$ cat src/rtl/sram_arbiter_mc_if.sv
// sram_arbiter_mc_if: channel, stream and SRAM-pin bundle for sram_arbiter_mc.
//   master: request side plus pin observer (drives ch_*/stream_* requests).
//   slave : the arbiter (drives grants, status flags and SRAM pins).
interface sram_arbiter_mc_if #(
  parameter int NCH = 3,
  parameter int AW  = 19
);
  logic [NCH-1:0]    ch_req;
  logic [NCH-1:0]    ch_we;
  logic [NCH*AW-1:0] ch_addr;
  logic [NCH*8-1:0]  ch_wdata;
  logic [NCH-1:0]    ch_latchen;
  logic [NCH-1:0]    ch_valid;
  logic [NCH-1:0]    ch_wait;
  logic              stream_req;
  logic [AW-1:0]     stream_addr;
  logic              stream_ack;
  logic              stream_valid;
  logic [AW-1:0]     va;
  logic [7:0]        vd_out;
  logic              n_vrd;
  logic              n_vwr;
  modport master (
    output ch_req, ch_we, ch_addr, ch_wdata, stream_req, stream_addr,
    input  ch_latchen, ch_valid, ch_wait, stream_ack, stream_valid, va, vd_out, n_vrd, n_vwr
  );
  modport slave (
    input  ch_req, ch_we, ch_addr, ch_wdata, stream_req, stream_addr,
    output ch_latchen, ch_valid, ch_wait, stream_ack, stream_valid, va, vd_out, n_vrd, n_vwr
  );
endinterface

$ cat src/rtl/sram_arbiter_mc.sv
// sram_arbiter_mc: NCH edge-triggered read/write channels plus a preemptible stream read onto one async 8-bit SRAM.
//   clk28, rst (async, active-high); bus: sram_arbiter_mc_if.slave carrying channel requests/status,
//   stream request/status and the SRAM pins (va, vd_out, n_vrd, n_vwr).
//   SRAM_ARB_RR_EN defined: round-robin channel selection; undefined: fixed priority, channel 0 highest.
module sram_arbiter_mc #(
  parameter int NCH        = 3,
  parameter int AW         = 19,
  parameter int LAT        = 2,
  parameter int LAT_STREAM = 1
) (
  input logic clk28,
  input logic rst,
  sram_arbiter_mc_if.slave bus
);
  localparam int IW = NCH > 1 ? $clog2(NCH) : 1;
  typedef enum logic [1:0] {NONE, CH, STREAM} kind_t;
  kind_t kind, kind_n;
  logic [IW-1:0]  idx, idx_n, sel;
  logic [1:0]     step, step_n;
  logic [AW-1:0]  va, va_n;
  logic [7:0]     vd, vd_n;
  logic           n_vrd, n_vrd_n, n_vwr, n_vwr_n;
  logic [NCH-1:0] req0, req0_n, latchen, latch_n, sticky, sticky_n;
  logic [NCH-1:0] rise, mis, valid, wait_o;
  logic           any_rise, dec;
`ifdef SRAM_ARB_RR_EN
  logic [IW-1:0]  ptr, ptr_n;
`endif
  assign rise     = bus.ch_req & ~req0;
  assign any_rise = |rise;
  // a pending channel edge may cut short a stream read at any step
  assign dec      = step == 2'd0 || (kind == STREAM && any_rise);
  for (genvar g = 0; g < NCH; g++) begin : g_ch
    assign mis[g]    = kind == CH && idx == IW'(g) && step != 2'd0 && bus.ch_addr[g*AW +: AW] != va;
    assign valid[g]  = kind == CH && idx == IW'(g) && step == 2'd0;
    assign wait_o[g] = mis[g] | (sticky[g] & ~valid[g]);
  end
  always_comb begin
    sel = '0;
`ifdef SRAM_ARB_RR_EN
    for (int k = NCH - 1; k >= 0; k--)
      if (rise[(int'(ptr) + k) % NCH]) sel = IW'((int'(ptr) + k) % NCH);
`else
    for (int k = NCH - 1; k >= 0; k--)
      if (rise[k]) sel = IW'(k);
`endif
  end
  always_comb begin
    kind_n   = kind;
    idx_n    = idx;
    step_n   = step;
    va_n     = va;
    vd_n     = vd;
    n_vrd_n  = n_vrd;
    n_vwr_n  = n_vwr;
    req0_n   = req0;
    latch_n  = latchen;
    sticky_n = (sticky | mis) & ~valid;
`ifdef SRAM_ARB_RR_EN
    ptr_n    = ptr;
`endif
    if (dec) begin
      latch_n = '0;
      // losing edges keep their old req0 bit so they stay pending
      for (int k = 0; k < NCH; k++)
        req0_n[k] = (rise[k] && IW'(k) != sel) ? req0[k] : bus.ch_req[k];
      if (any_rise) begin
        idx_n   = sel;
        va_n    = bus.ch_addr[int'(sel)*AW +: AW];
        step_n  = 2'(LAT);
        n_vwr_n = ~bus.ch_we[sel];
        n_vrd_n = bus.ch_we[sel];
        kind_n  = bus.ch_we[sel] ? NONE : CH;
        vd_n    = bus.ch_we[sel] ? bus.ch_wdata[int'(sel)*8 +: 8] : vd;
        latch_n[sel] = ~bus.ch_we[sel];
`ifdef SRAM_ARB_RR_EN
        ptr_n   = sel == IW'(NCH - 1) ? '0 : sel + 1'b1;
`endif
      end else begin
        va_n    = bus.stream_req ? bus.stream_addr : va;
        step_n  = bus.stream_req ? 2'(LAT_STREAM) : 2'd0;
        kind_n  = bus.stream_req ? STREAM : NONE;
        n_vrd_n = ~bus.stream_req;
        n_vwr_n = 1'b1;
      end
    end else if (|mis) begin
      va_n   = bus.ch_addr[int'(idx)*AW +: AW];
      step_n = 2'(LAT);
    end else begin
      step_n = step - 2'd1;
    end
  end
  always_ff @(posedge clk28 or posedge rst) begin
    if (rst) begin
      kind    <= NONE;
      idx     <= '0;
      step    <= '0;
      va      <= '0;
      vd      <= '0;
      n_vrd   <= 1'b1;
      n_vwr   <= 1'b1;
      req0    <= '0;
      latchen <= '0;
      sticky  <= '0;
`ifdef SRAM_ARB_RR_EN
      ptr     <= '0;
`endif
    end else begin
      kind    <= kind_n;
      idx     <= idx_n;
      step    <= step_n;
      va      <= va_n;
      vd      <= vd_n;
      n_vrd   <= n_vrd_n;
      n_vwr   <= n_vwr_n;
      req0    <= req0_n;
      latchen <= latch_n;
      sticky  <= sticky_n;
`ifdef SRAM_ARB_RR_EN
      ptr     <= ptr_n;
`endif
    end
  end
  assign bus.va           = va;
  assign bus.vd_out       = vd;
  assign bus.n_vrd        = n_vrd;
  assign bus.n_vwr        = n_vwr;
  assign bus.ch_latchen   = latchen;
  assign bus.ch_valid     = valid;
  assign bus.ch_wait      = wait_o;
  assign bus.stream_valid = kind == STREAM && step == 2'd0;
  assign bus.stream_ack   = kind == STREAM && step == 2'd1 && !any_rise;
endmodule

$ cat src/flat_wrapper.sv
// flat-port wrapper written by rule: the top's interface ports become plain ports
module sram_arbiter_mc_flat 
#(
  parameter int NCH        = 3,
  parameter int AW         = 19,
  parameter int LAT        = 2,
  parameter int LAT_STREAM = 1
)
  (clk28, rst, bus_ch_req, bus_ch_we, bus_ch_addr, bus_ch_wdata, bus_stream_req, bus_stream_addr, bus_ch_latchen, bus_ch_valid, bus_ch_wait, bus_stream_ack, bus_stream_valid, bus_va, bus_vd_out, bus_n_vrd, bus_n_vwr);
  sram_arbiter_mc_if #(.NCH(NCH), .AW(AW)) bus_i ();
  input logic clk28;
  input logic rst;
  input wire logic [$bits(bus_i.ch_req)-1:0] bus_ch_req;
  input wire logic [$bits(bus_i.ch_we)-1:0] bus_ch_we;
  input wire logic [$bits(bus_i.ch_addr)-1:0] bus_ch_addr;
  input wire logic [$bits(bus_i.ch_wdata)-1:0] bus_ch_wdata;
  input wire logic [$bits(bus_i.stream_req)-1:0] bus_stream_req;
  input wire logic [$bits(bus_i.stream_addr)-1:0] bus_stream_addr;
  output wire logic [$bits(bus_i.ch_latchen)-1:0] bus_ch_latchen;
  output wire logic [$bits(bus_i.ch_valid)-1:0] bus_ch_valid;
  output wire logic [$bits(bus_i.ch_wait)-1:0] bus_ch_wait;
  output wire logic [$bits(bus_i.stream_ack)-1:0] bus_stream_ack;
  output wire logic [$bits(bus_i.stream_valid)-1:0] bus_stream_valid;
  output wire logic [$bits(bus_i.va)-1:0] bus_va;
  output wire logic [$bits(bus_i.vd_out)-1:0] bus_vd_out;
  output wire logic [$bits(bus_i.n_vrd)-1:0] bus_n_vrd;
  output wire logic [$bits(bus_i.n_vwr)-1:0] bus_n_vwr;
  assign bus_i.ch_req = bus_ch_req;
  assign bus_i.ch_we = bus_ch_we;
  assign bus_i.ch_addr = bus_ch_addr;
  assign bus_i.ch_wdata = bus_ch_wdata;
  assign bus_i.stream_req = bus_stream_req;
  assign bus_i.stream_addr = bus_stream_addr;
  assign bus_ch_latchen = bus_i.ch_latchen;
  assign bus_ch_valid = bus_i.ch_valid;
  assign bus_ch_wait = bus_i.ch_wait;
  assign bus_stream_ack = bus_i.stream_ack;
  assign bus_stream_valid = bus_i.stream_valid;
  assign bus_va = bus_i.va;
  assign bus_vd_out = bus_i.vd_out;
  assign bus_n_vrd = bus_i.n_vrd;
  assign bus_n_vwr = bus_i.n_vwr;
  sram_arbiter_mc #(.NCH(NCH), .AW(AW), .LAT(LAT), .LAT_STREAM(LAT_STREAM)) u_core (.clk28(clk28), .rst(rst), .bus(bus_i));
endmodule
$ cat config.mk
export PLATFORM = sky130hd
export DESIGN_NAME = sram_arbiter_mc_flat
export DESIGN_NICKNAME = d
export VERILOG_FILES = /design/src/rtl/sram_arbiter_mc_if.sv /design/src/rtl/sram_arbiter_mc.sv /design/src/flat_wrapper.sv
export SDC_FILE = /design/constraint.sdc
export NUM_CORES = 1
export LEC_CHECK = 0
export BUFFER_PORTS_ARGS = -buffer_cell sky130_fd_sc_hd__buf_2
export CAP_MARGIN = 5
export CELL_PAD_IN_SITES_DETAIL_PLACEMENT = 1
export CELL_PAD_IN_SITES_GLOBAL_PLACEMENT = 1
export CORE_ASPECT_RATIO = 0.9
export CORE_MARGIN = 2
export CORE_UTILIZATION = 36
export DETAILED_ROUTE_END_ITERATION = 10
export PLACE_DENSITY_LB_ADDON = 0.1
export SLEW_MARGIN = 20
export SYNTH_ARGS = -nofsm -noshare
export SYNTH_HDL_FRONTEND = slang
export SYNTH_SLANG_ARGS = --single-unit
$ cat constraint.sdc
create_clock -name clk28 -period 2.9 [get_ports clk28]
set_clock_uncertainty 0.15 [all_clocks]
set_input_delay 0.29 -clock clk28 [delete_from_list [all_inputs] [get_ports clk28]]
set_output_delay 0.29 -clock clk28 [all_outputs]
set_load 0.02 [all_outputs]
==> results by group, run 1 <==
Run status
  – Status: finished, violations left
  – Failing checks: negative hold slack

Setup path
  – Slowest stage delay, CP: 0.45 ns
  – Worst Path Buf+Inv: 2
  – CP dominant cell by count: nor2_1
  – Crit Path Max Fanout: 8
  – Reg-to-reg critical path startpoint: u_core.bus.va[8]$_DFFE_PP0P_
  – CP max-delay cell: a21oi_1
  – CP Capture Type: primary output
  – CP required: 2.46 ns
  – Startpoint Class: flip-flop
  – Arrival @ worst endpoint: 2.21 ns
  – Critical path launch point: u_core.step[0]$_DFF_PP0_
  – Crit path kind: reg -> out
  – Top Family by Delay on Critical Path: simple AND/OR/NAND/NOR gates
  – Crit path cell chain: inv_1, ha_1, nor3_1, nand3b_1, a21oi_1, nor2_1, nor2_1, buf_2

CTS
  – Worst-Skew Late Latency: 0.29 ns
  – # H-tree levels: 2
  – TritonCTS clock tree: done
  – Maximum clock insertion buffer count: 2
  – Root Buffer: clkbuf_16
  – CTS clk-pin slew, worst paths: 0.07 ns
  – CTS sink cnt: 44
  – CTS Buf Count: 5
  – Hold_buf cts: 0

Timing
  – Tmin final: 2.648 ns
  – RSZ-0062 raised after global routing: no
  – Worst Hold Slack: -0.02065 ns
  – TNS Setup: 0 ns
  – Setup Viol. Count Final: 0
  – Max Slew Vio Count: 0
  – Slew @ Worst Pin: 0.8308 ns
  – Final Cycle Share: 91.32%
  – Final hold violation count: 23
  – F_max: 377.6 MHz
  – Rel. slew slack: 44.55%

Placed design
  – Port Buffer Count: 148
  – DPL Wire Length: 12520 um
  – Routability cong.: 0.8883

GRT
  – Largest net degree at the start of global routing: 45
  – Total gr overflow: 0
  – Vias in the first global route: 4774
  – First-pass GRT wire length: 25670 um
  – Met1 Usage GRT: 37.94%
  – GR Util met3: 4.021%
  – M2 GR Usage: 44.07%
  – Top Usage Layer GRT: met2
  – GRT Total Usage: 27.08%
  – Initial antenna violation count: 0

Power and ir drop
  – Sw Ratio: 50.24%
  – Sw power: 0.002975 W
  – Comb pwr share: 67.9%
  – Peak VDD IR: 431.7 uV
  – Sequential share of power: 22.0%
  – Clock power frac: 10.1%
  – Power Density: 1145 mW/mm^2
  – Internal power: 0.002947 W
  – Static leakage: 2.223 nW

Routing
  – Post-route DRC: 0
  – Initial DRC count: 302
  – DR WL/cell: 20.16 um
  – Total Wirelength: 16210 um
  – Drt pass-1 iters: 5
  – Vias: 4540
  – Routed Antenna Nets: 0
  – Vias per inst: 5.647

Yosys
  – Synthesized net count: 618
  – Yosys synthesis warning count: 0
  – Synth Register Bits: 44
  – Asr flop ratio synth: 100.0%
  – Most used flip-flop cell after synthesis: dfrtp_1
  – EDFF count, synth: 0
  – Seq/Total Area, Yosys: 27.43%
  – Mapped Cells: 507
  – Mapped Area: 0.004023 sq mm
  – Synth Area per Inst: 7.934 sq um
  – Synth unique cells: 46

Flow run
  – Max Cap Viol: 0

Finish
  – Register area: 0.001104 sq mm
  – Fill count: 1373
  – Footprint of the multi-input gates: 0.002709 sq mm
  – Diode count: 0
  – Fraction of layout cells with a size suffix above 1: 32.21%
  – Area grow syn2layout: 28.55%
  – Fin nets: 762

Floorplan
  – DIE HEIGHT: 104.3 um
  – Die W: 115.4 um
  – Die area: 0.01204 sq mm
  – Starting density of the core: 37.06%
  – Num rows: 36
  – Total core area: 0.01086 sq mm
  – IO Pins: 149

Worst hold path
  – Hold Path Class: in -> async
[kinds of logic after synthesis]
logic type	Yosys count	share of synthesized area [%]
and+or+nand+nor	170	20.90
muxes	39	10.20
adders and majority gates	2	0.6220
buffers and inverters	56	5.630
AOI/OAI and AO/OA	139	22.80
xor gates and xnor gates	57	12.41
DFF	44	27.43
[final cells by class]
class                      instances  share of cell area, %
multi-input combinational        407                  52.38
clock buffer                       6                  2.686
clock inverter                     2                 0.2662
sequential                        44                  21.34
timing repair buffer             176                  18.39
inverter                          17                  1.258
tap                              152                  3.678
[cells in the final DEF, fill, tap and decap left out, types with 4 or more instances in the layout]
cell type | synthesis | final
xnor2_1 | 51 | 51
nor4_1 | 13 | 13
mux2i_1 | 23 | 23
nand3_1 | 23 | 23
buf_4 | 1 | 28
inv_1 | 17 | 16
xor2_1 | 6 | 6
a211oi_1 | 8 | 8
clkbuf_16 | 0 | 5
a21oi_1 | 23 | 23
nand4_1 | 12 | 12
o211ai_1 | 9 | 9
buf_2 | 4 | 148
nor2_1 | 45 | 45
dfrtp_1 | 42 | 42
nand3b_1 | 13 | 13
a22oi_1 | 18 | 18
nand2_1 | 40 | 40
nand2b_1 | 4 | 4
a31oi_1 | 20 | 20
mux2_2 | 15 | 15
o21ai_0 | 38 | 38
a221o_1 | 11 | 11
nor3_1 | 7 | 7
[sequential cells by signal (all words and copies together), names as in the netlist]
register / cells
u_core.bus.vd_out: 8
u_core.bus.n_vrd: 1
u_core.req0: 3
u_core.bus.va: 19
u_core.bus.ch_latchen: 3
u_core.step: 2
u_core.idx: 2
u_core.sticky: 3
u_core.kind: 2
u_core.bus.n_vwr: 1
[per-stage QoR]
step | instance area (sq um) | instances | setup WS, ns | util (%) | power (W)
final | 5171 | 804 | 0.2518 | 47.64 | 0.005922
after global routing | 5171 | 804 | 0.03917 | 47.64 | 0.006358
after CTS | 5165 | 804 | 0.1703 | 47.58 | 0.005908
after detailed placement | 5012 | 796 | 0.1783 | 46.17 | 0.005291
after global placement | 5012 | 796 | 0.2366 | 46.17 | 0.005163
after floorplan | 4023 | 507 | 0.2636 | - | 0.003929
[per-layer routing]
metal  part of all wire [%]  up-vias
li1                       -     2134
met3                    6.3       16
met5                      0        -
met4                   0.99        0
met2                     47      156
met1                     46     2234
[what timing repair did]
action                                  4_1_cts  5_1_grt
endpoints found under the setup margin        0        1
resized for setup                             0        1
buffers inserted                              0        0
[worst register-to-register path: cells and delay by family, from the launching register on]
family                    cells  cell delay (ns)
buffers and inverters         1             0.28
AOI/OAI and AO/OA             2             0.45
and+or+nand+nor               2             0.48
muxes                         1             0.37
DFF                           1             0.46
xor gates and xnor gates      1             0.34
[synthesized netlist by cell type (2+ instances only)]
cell type | n | area share (%)
o21ai_0 | 38 | 4.7
or3_1 | 2 | 0.31
a211oi_1 | 8 | 1.5
nand2b_1 | 4 | 0.62
mux2i_1 | 23 | 5.7
o211ai_1 | 9 | 1.7
a22oi_1 | 18 | 3.4
a21oi_1 | 23 | 2.9
mux2_2 | 15 | 4.2
buf_1 | 4 | 0.37
dfrtp_1 | 42 | 26
a31oi_1 | 20 | 3.1
nand3b_1 | 13 | 2.4
xnor2_1 | 51 | 11
a221o_1 | 11 | 2.7
inv_1 | 17 | 1.6
nand3_1 | 23 | 2.9
nor2_1 | 45 | 4.2
nor4_1 | 13 | 2.0
xor2_1 | 6 | 1.3
buf_2 | 4 | 0.50
nor3_1 | 7 | 0.87
o21bai_1 | 3 | 0.56
dfstp_2 | 2 | 1.3
nand4_1 | 12 | 1.9
ha_1 | 2 | 0.62
o31ai_1 | 2 | 0.37
nor2b_1 | 5 | 0.78
clkbuf_1 | 29 | 2.7
nand2_1 | 40 | 3.7
[final timing paths]
path                       cells after the start                                   end  slack, ns
min in group clk28                             2  u_core.bus.ch_latchen[2]$_DFFE_PP0N_       0.05
setup reg to reg                               7          u_core.bus.va[5]$_DFFE_PP0P_       0.26
hold / removal                                 2            u_core.sticky[0]$_DFF_PP0_      -0.02
setup / recovery                               8                        bus_ch_wait[2]       0.25
hold reg to reg                                2  u_core.bus.ch_latchen[1]$_DFFE_PP0N_       0.33
max in group asynchronous                      2         u_core.bus.va[16]$_DFFE_PP0P_       2.11
[power by group through the flow]
| stage | Clock (W) | Sequential, W | Combinational (W) |
|---|---|---|---|
| after global placement | 0 | 0.00128 | 0.00388 |
| after detailed placement | 0 | 0.00131 | 0.00398 |
| after CTS | 0.000611 | 0.00130 | 0.00400 |
| after global routing | 0.000635 | 0.00136 | 0.00436 |
| final | 0.000597 | 0.00130 | 0.00402 |
| after floorplan | 0 | 0.00150 | 0.00242 |
(Power assumes the default switching activity.)
==> run 2, diff against run 1 <==
--- a/config.mk
+++ b/config.mk
@@ -14,6 +14,7 @@
 export CORE_UTILIZATION = 36
 export DETAILED_ROUTE_END_ITERATION = 10
 export PLACE_DENSITY_LB_ADDON = 0.1
+export REMOVE_ABC_BUFFERS = 1
 export SLEW_MARGIN = 20
 export SYNTH_ARGS = -nofsm -noshare
 export SYNTH_HDL_FRONTEND = slang
==> run 2 against run 1 <==
  * The run still ends with negative hold slack left
  * Via count up 1.6%
  * Register-to-register slack worse by 0.02 ns
  * Count of clock-buffer cells in the layout is the same
  * Global-route usage up 1.1 points
  * Routed wire length up 3.0%
  * Maximum frequency shrank 2.1%
  * Sequential power barely moved
  * Non-clock buffer count is 3 lower
  * Cell count shrank 0.37%
  * Hold slack improved by 0.0014 ns
  * Total power rose by 1.6%
  * First-iteration DRC count is 16% lower
  * Critical endpoint unchanged
  * Largest cell class unchanged
==> results by group, run 2 (same netlist as run 1, synthesis figures left out) <==
Routing
  – Vias: 4611
  – Drt pass-1 iters: 4
  – Initial DRC count: 255
  – Total Wirelength: 16690 um
  – Routed Antenna Nets: 0
  – Post-route DRC: 0
  – Vias per inst: 5.757
  – DR WL/cell: 20.84 um

Timing
  – Final hold violation count: 10
  – Tmin final: 2.704 ns
  – TNS Setup: 0 ns
  – Final WS setup: 0.1961 ns
  – F_max: 369.8 MHz
  – Rel. slew slack: 43.25%
  – RSZ-0062 raised after global routing: no
  – Final Cycle Share: 93.24%
  – Worst Hold Slack: -0.01923 ns
  – Setup Viol. Count Final: 0
  – Slew @ Worst Pin: 0.8512 ns
  – Max Slew Vio Count: 0

Placed design
  – Port Buffer Count: 148
  – Routability cong.: 0.9253
  – DP Cell Count: 793
  – DPL Wire Length: 12340 um
  – DP Worst Slack: 0.1950 ns

Power and ir drop
  – Total power: 0.006019 W
  – Sequential share of power: 21.5%
  – Sw power: 0.002998 W
  – Static leakage: 2.220 nW
  – Comb pwr share: 67.8%
  – Sw Ratio: 49.81%
  – Internal power: 0.003021 W
  – Clock power frac: 10.8%
  – Power Density: 1161 mW/mm^2
  – Peak VDD IR: 460.6 uV

Finish
  – Commonest cells after routing, fill and taps aside: 148 x buf_2, 51 x xnor2_1, 45 x nor2_1
  – Diode count: 0
  – Fill count: 1365
  – Post-Layout Cell Count: 801
  – Commonest non-fill, non-tap cell in the layout: buf_2
  – Area grow syn2layout: 28.86%
  – Fin nets: 759
  – Max reg flops: 19
  – Most flop-heavy register: u_core.bus.va
  – Fraction of layout cells with a size suffix above 1: 32.20%
  – Core Util, Final: 47.75%

GRT
  – Initial antenna violation count: 0
  – Vias in the first global route: 4748
  – Largest net degree at the start of global routing: 45
  – First-pass GRT wire length: 26610 um
  – GRT Total Usage: 28.19%
  – Total gr overflow: 0

CTS
  – Maximum clock insertion buffer count: 2
  – Root Buffer: clkbuf_16
  – Number of setup buffers added after CTS: 0
  – Worst-Skew Late Latency: 0.28 ns
  – CTS Buf Count: 5
  – CTS sink cnt: 44
  – TritonCTS clock tree: done
  – CTS clk-pin slew, worst paths: 0.07 ns
  – # H-tree levels: 2
  – Hold_buf cts: 0

Worst hold path
  – Hold Path Class: in -> async

Floorplan
  – Starting density of the core: 37.06%
  – DIE HEIGHT: 104.3 um
  – Die area: 0.01204 sq mm
  – Num rows: 36
  – Die W: 115.4 um
  – IO Pins: 149
  – Total core area: 0.01086 sq mm

Setup path
  – CP required: 2.46 ns
  – Startpoint Class: flip-flop
  – Arrival @ worst endpoint: 2.26 ns
  – CP Capture Type: primary output
  – Crit path kind: reg -> out
  – Crit Path Max Fanout: 5

Run status
  – Failing checks: negative hold slack
  – Status: finished, violations left

Flow run
  – Max Cap Viol: 0
==> run 2: through the flow <==
stage                     hold slack (ns)  cell area (sq um)
after floorplan                    0.2414               3860
after global placement             0.3050               5002
after detailed placement           0.3170               5002
after CTS                         0.07438               5171
after global routing              0.05948               5184
final                            -0.01923               5184
==> run 2: routing by layer <==
metal	global-route usage [%]	part of all wire [%]	vias up	routed length [um]
met5	0	0	-	0
met4	8.003	2.5	0	417
met3	5.594	8.3	37	1391
met2	43.57	45	196	7462
met1	39.67	44	2255	7422
li1	-	-	2123	-
==> run 2: worst max-delay path, stage by stage (launching register included) <==
cell,delay [ns]
dfrtp_1,0.45
xnor2_1,0.29
nand4_1,0.18
nor4_1,0.33
buf_4,0.17
a21oi_1,0.18
nor2_1,0.18
nor2_1,0.05
buf_2,0.17
==> run 2: area by class of cell <==
class	count	area (sq um)	area share, %
Clock buffer	6	128.9	2.486
Clock inverter	2	35.03	0.6758
Inverter	17	65.06	1.255
Multi-Input combinational cell	407	2720	52.47
Sequential cell	44	1104	21.29
Tap cell	152	190.2	3.669
Timing Repair Buffer	173	940.9	18.15
==> run 2: power groups by stage <==
stage	Combinational, W	Clock (W)	Sequential [W]
floorplan	0.00221	0	0.00158
global placement	0.00392	0	0.00127
detailed placement	0.00401	0	0.00130
CTS	0.00404	0.000664	0.00129
global route	0.00444	0.000684	0.00135
finish	0.00408	0.000648	0.00129
==> run 2: final timing paths <==
check	slack, ns	end	start	cells after the start
setup / recovery	0.20	bus_ch_wait[2]	u_core.bus.va[4]$_DFFE_PP0P_	8
hold / removal	-0.02	u_core.sticky[1]$_DFF_PP0_	rst	2
setup reg to reg	0.24	u_core.bus.va[4]$_DFFE_PP0P_	u_core.bus.va[4]$_DFFE_PP0P_	8
hold reg to reg	0.33	u_core.bus.ch_latchen[1]$_DFFE_PP0N_	u_core.bus.ch_latchen[1]$_DFFE_PP0N_	2
max in group asynchronous	2.09	u_core.bus.va[11]$_DFFE_PP0P_	rst	2
min in group clk28	0.08	u_core.bus.ch_latchen[1]$_DFFE_PP0N_	bus_ch_we[1]	2
==> run 2: what timing repair did <==
| item | CTS | global route |
|---|---|---|
| cloned | 0 | 0 |
| resized for setup | 1 | 3 |
| endpoints found under the setup margin | 1 | 3 |
| endpoints found under the hold margin | 0 | 0 |
==> run 3, diff against run 2 <==
--- a/config.mk
+++ b/config.mk
@@ -11,9 +11,9 @@
 export CELL_PAD_IN_SITES_GLOBAL_PLACEMENT = 1
 export CORE_ASPECT_RATIO = 0.9
 export CORE_MARGIN = 2
-export CORE_UTILIZATION = 36
+export CORE_UTILIZATION = 30
 export DETAILED_ROUTE_END_ITERATION = 10
-export PLACE_DENSITY_LB_ADDON = 0.1
+export PLACE_DENSITY_LB_ADDON = 0.3
 export REMOVE_ABC_BUFFERS = 1
 export SLEW_MARGIN = 20
 export SYNTH_ARGS = -nofsm -noshare
==> run 3 against run 2 <==
  * The flow still finishes with violations (negative hold slack)
  * First-iteration DRC count fell by 32%
  * Non-clock buffer count did not move
  * Highest routed layer unchanged
  * Clock power rose by 1%
  * Register-to-register slack got worse by 0.07 ns
  * Critical endpoint is now u_core.bus.va[6]$_DFFE_PP0P_
  * Maximum frequency fell by 1.0%
==> results by group, run 3 (same netlist as run 1, synthesis figures left out) <==
Run status
  – Status: finished, violations left
  – Failing checks: negative hold slack

GRT
  – Total gr overflow: 0
  – First-pass GRT wire length: 27090 um
  – Initial antenna violation count: 0
  – Vias in the first global route: 4915
  – GRT Total Usage: 23.77%
  – Largest net degree at the start of global routing: 45

CTS
  – # H-tree levels: 2
  – CTS Buf Count: 5
  – Maximum clock insertion buffer count: 2
  – Number of setup buffers added after CTS: 0
  – CTS clk-pin slew, worst paths: 0.07 ns
  – TritonCTS clock tree: done
  – Root Buffer: clkbuf_16
  – CTS sink cnt: 44
  – Worst-Skew Late Latency: 0.29 ns

Routing
  – Initial DRC count: 173
  – Routed Antenna Nets: 0
  – DR WL/cell: 21.16 um
  – Drt pass-1 iters: 4
  – Vias: 4619
  – Vias per inst: 5.654
  – Post-route DRC: 0
  – Total Wirelength: 17290 um

Placed design
  – Routability cong.: 0.8687
  – Port Buffer Count: 148
  – DP Cell Count: 809
  – DPL Wire Length: 12900 um
  – DP Worst Slack: 0.2296 ns
  – Post-DP Area: 0.005010 sq mm

Worst hold path
  – Hold Path Class: in -> async

Floorplan
  – Die W: 126.1 um
  – IO Pins: 149
  – Starting density of the core: 30.45%
  – Num rows: 40
  – DIE HEIGHT: 113.9 um
  – Total core area: 0.01321 sq mm
  – Die area: 0.01435 sq mm

Power and ir drop
  – Power Density: 1151 mW/mm^2
  – Static leakage: 2.215 nW
  – Peak VDD IR: 370.0 uV

Finish
  – Fraction of layout cells with a size suffix above 1: 32.20%
  – Commonest cells after routing, fill and taps aside: 148 x buf_2, 51 x xnor2_1, 45 x nor2_1
  – Post-Layout Cell Count: 817
  – Area grow syn2layout: 29.02%
  – Fin nets: 759
  – Diode count: 0
  – Most flop-heavy register: u_core.bus.va
  – Design area: 0.005190 sq mm
  – Core Util, Final: 39.28%
  – Max reg flops: 19
  – Commonest non-fill, non-tap cell in the layout: buf_2

Timing
  – Final Cycle Share: 94.18%
  – Final hold violation count: 22
  – Final WS setup: 0.1686 ns
  – Setup Viol. Count Final: 0
  – F_max: 366.1 MHz
  – RSZ-0062 raised after global routing: no
  – Tmin final: 2.731 ns
  – Worst Hold Slack: -0.01041 ns
  – Max Slew Vio Count: 0
  – Slew @ Worst Pin: 0.8403 ns
  – Rel. slew slack: 43.91%

Setup path
  – Crit path kind: reg -> reg
  – CP dominant cell by count: buf_4
  – Arrival @ worst endpoint: 2.76 ns
  – Crit path cell chain: xnor2_1, nand4_1, nor3_1, buf_4, a22oi_1, a211oi_4, buf_4, mux2_2
  – Slowest stage delay, CP: 0.45 ns
  – CP max-delay cell: dfrtp_1
  – CP required: 2.93 ns
  – Startpoint Class: flip-flop
  – CP Capture Type: flip-flop
  – Crit Path Max Fanout: 19

Flow run
  – Max Cap Viol: 0
run 3: cell counts in the layout (fill, tap and decap cells not counted):
Identical to the previous run, type by type.
run 3: cell type report:
class                   instances  area (sq um)
clock buffers                   6         128.9
clock inverters                 2         35.03
fillers                      1658          8023
inverters                      17         65.06
multi-input cells             407          2719
flip-flops and latches         44          1104
well taps                     168         210.2
repair buffers                173         928.4
run 3: routing by layer:
layer  vias to the layer above  global-route usage, %  share of wire [%]
li1                       2123                      -                  -
met1                      2297                  32.25                 46
met2                       166                  38.92                 46
met3                        33                  3.143                5.1
met4                         0                  8.645                2.9
met5                         -                      0                  0
run 3: worst paths after layout:
check,startpoint,to,slack [ns],depth (start not counted)
max in group asynchronous,rst,u_core.req0[1]$_DFFE_PP0P_,2.12,2
setup / recovery,u_core.bus.va[18]$_DFFE_PP0P_,u_core.bus.va[6]$_DFFE_PP0P_,0.17,8
hold / removal,rst,u_core.sticky[2]$_DFF_PP0_,-0.01,2
setup reg to reg,u_core.bus.va[18]$_DFFE_PP0P_,u_core.bus.va[6]$_DFFE_PP0P_,0.17,8
hold reg to reg,u_core.bus.ch_latchen[0]$_DFFE_PP0N_,u_core.bus.ch_latchen[0]$_DFFE_PP0N_,0.33,2
min in group clk28,bus_ch_we[2],u_core.bus.ch_latchen[2]$_DFFE_PP0N_,0.05,2
run 3: repair_timing:
item	in CTS	in global routing
hold buffers	0	0
resized for setup	1	3
endpoints found under the setup margin	1	2
run 3: stage by stage:
stage,hold WS (ns),setup TNS [ns],total power (W)
4_1_cts,0.05223,0,0.005974
3_5_place_dp,0.3187,0,0.005283
3_3_place_gp,0.3120,0,0.005144
6_report,-0.01041,0,0.005975
2_1_floorplan,0.2414,-11.49,0.003793
5_1_grt,0.04953,0,0.006369
run 3: critical path, delay by kind of cell (launching register included):
| family | cells | cell delay [ns] |
|---|---|---|
| compound gates | 2 | 0.41 |
| buf+inv | 2 | 0.49 |
| flops | 1 | 0.45 |
| simple gates | 2 | 0.43 |
| xor+xnor | 1 | 0.31 |
| mux | 1 | 0.37 |
run 3: power by group:
| part | switching (W) | total (W) | internal, W |
|---|---|---|---|
| clock network | 0.000252 | 0.000657 | 0.000406 |
| logic | 0.00241 | 0.00403 | 0.00162 |
| registers | 0.000348 | 0.00129 | 0.000944 |
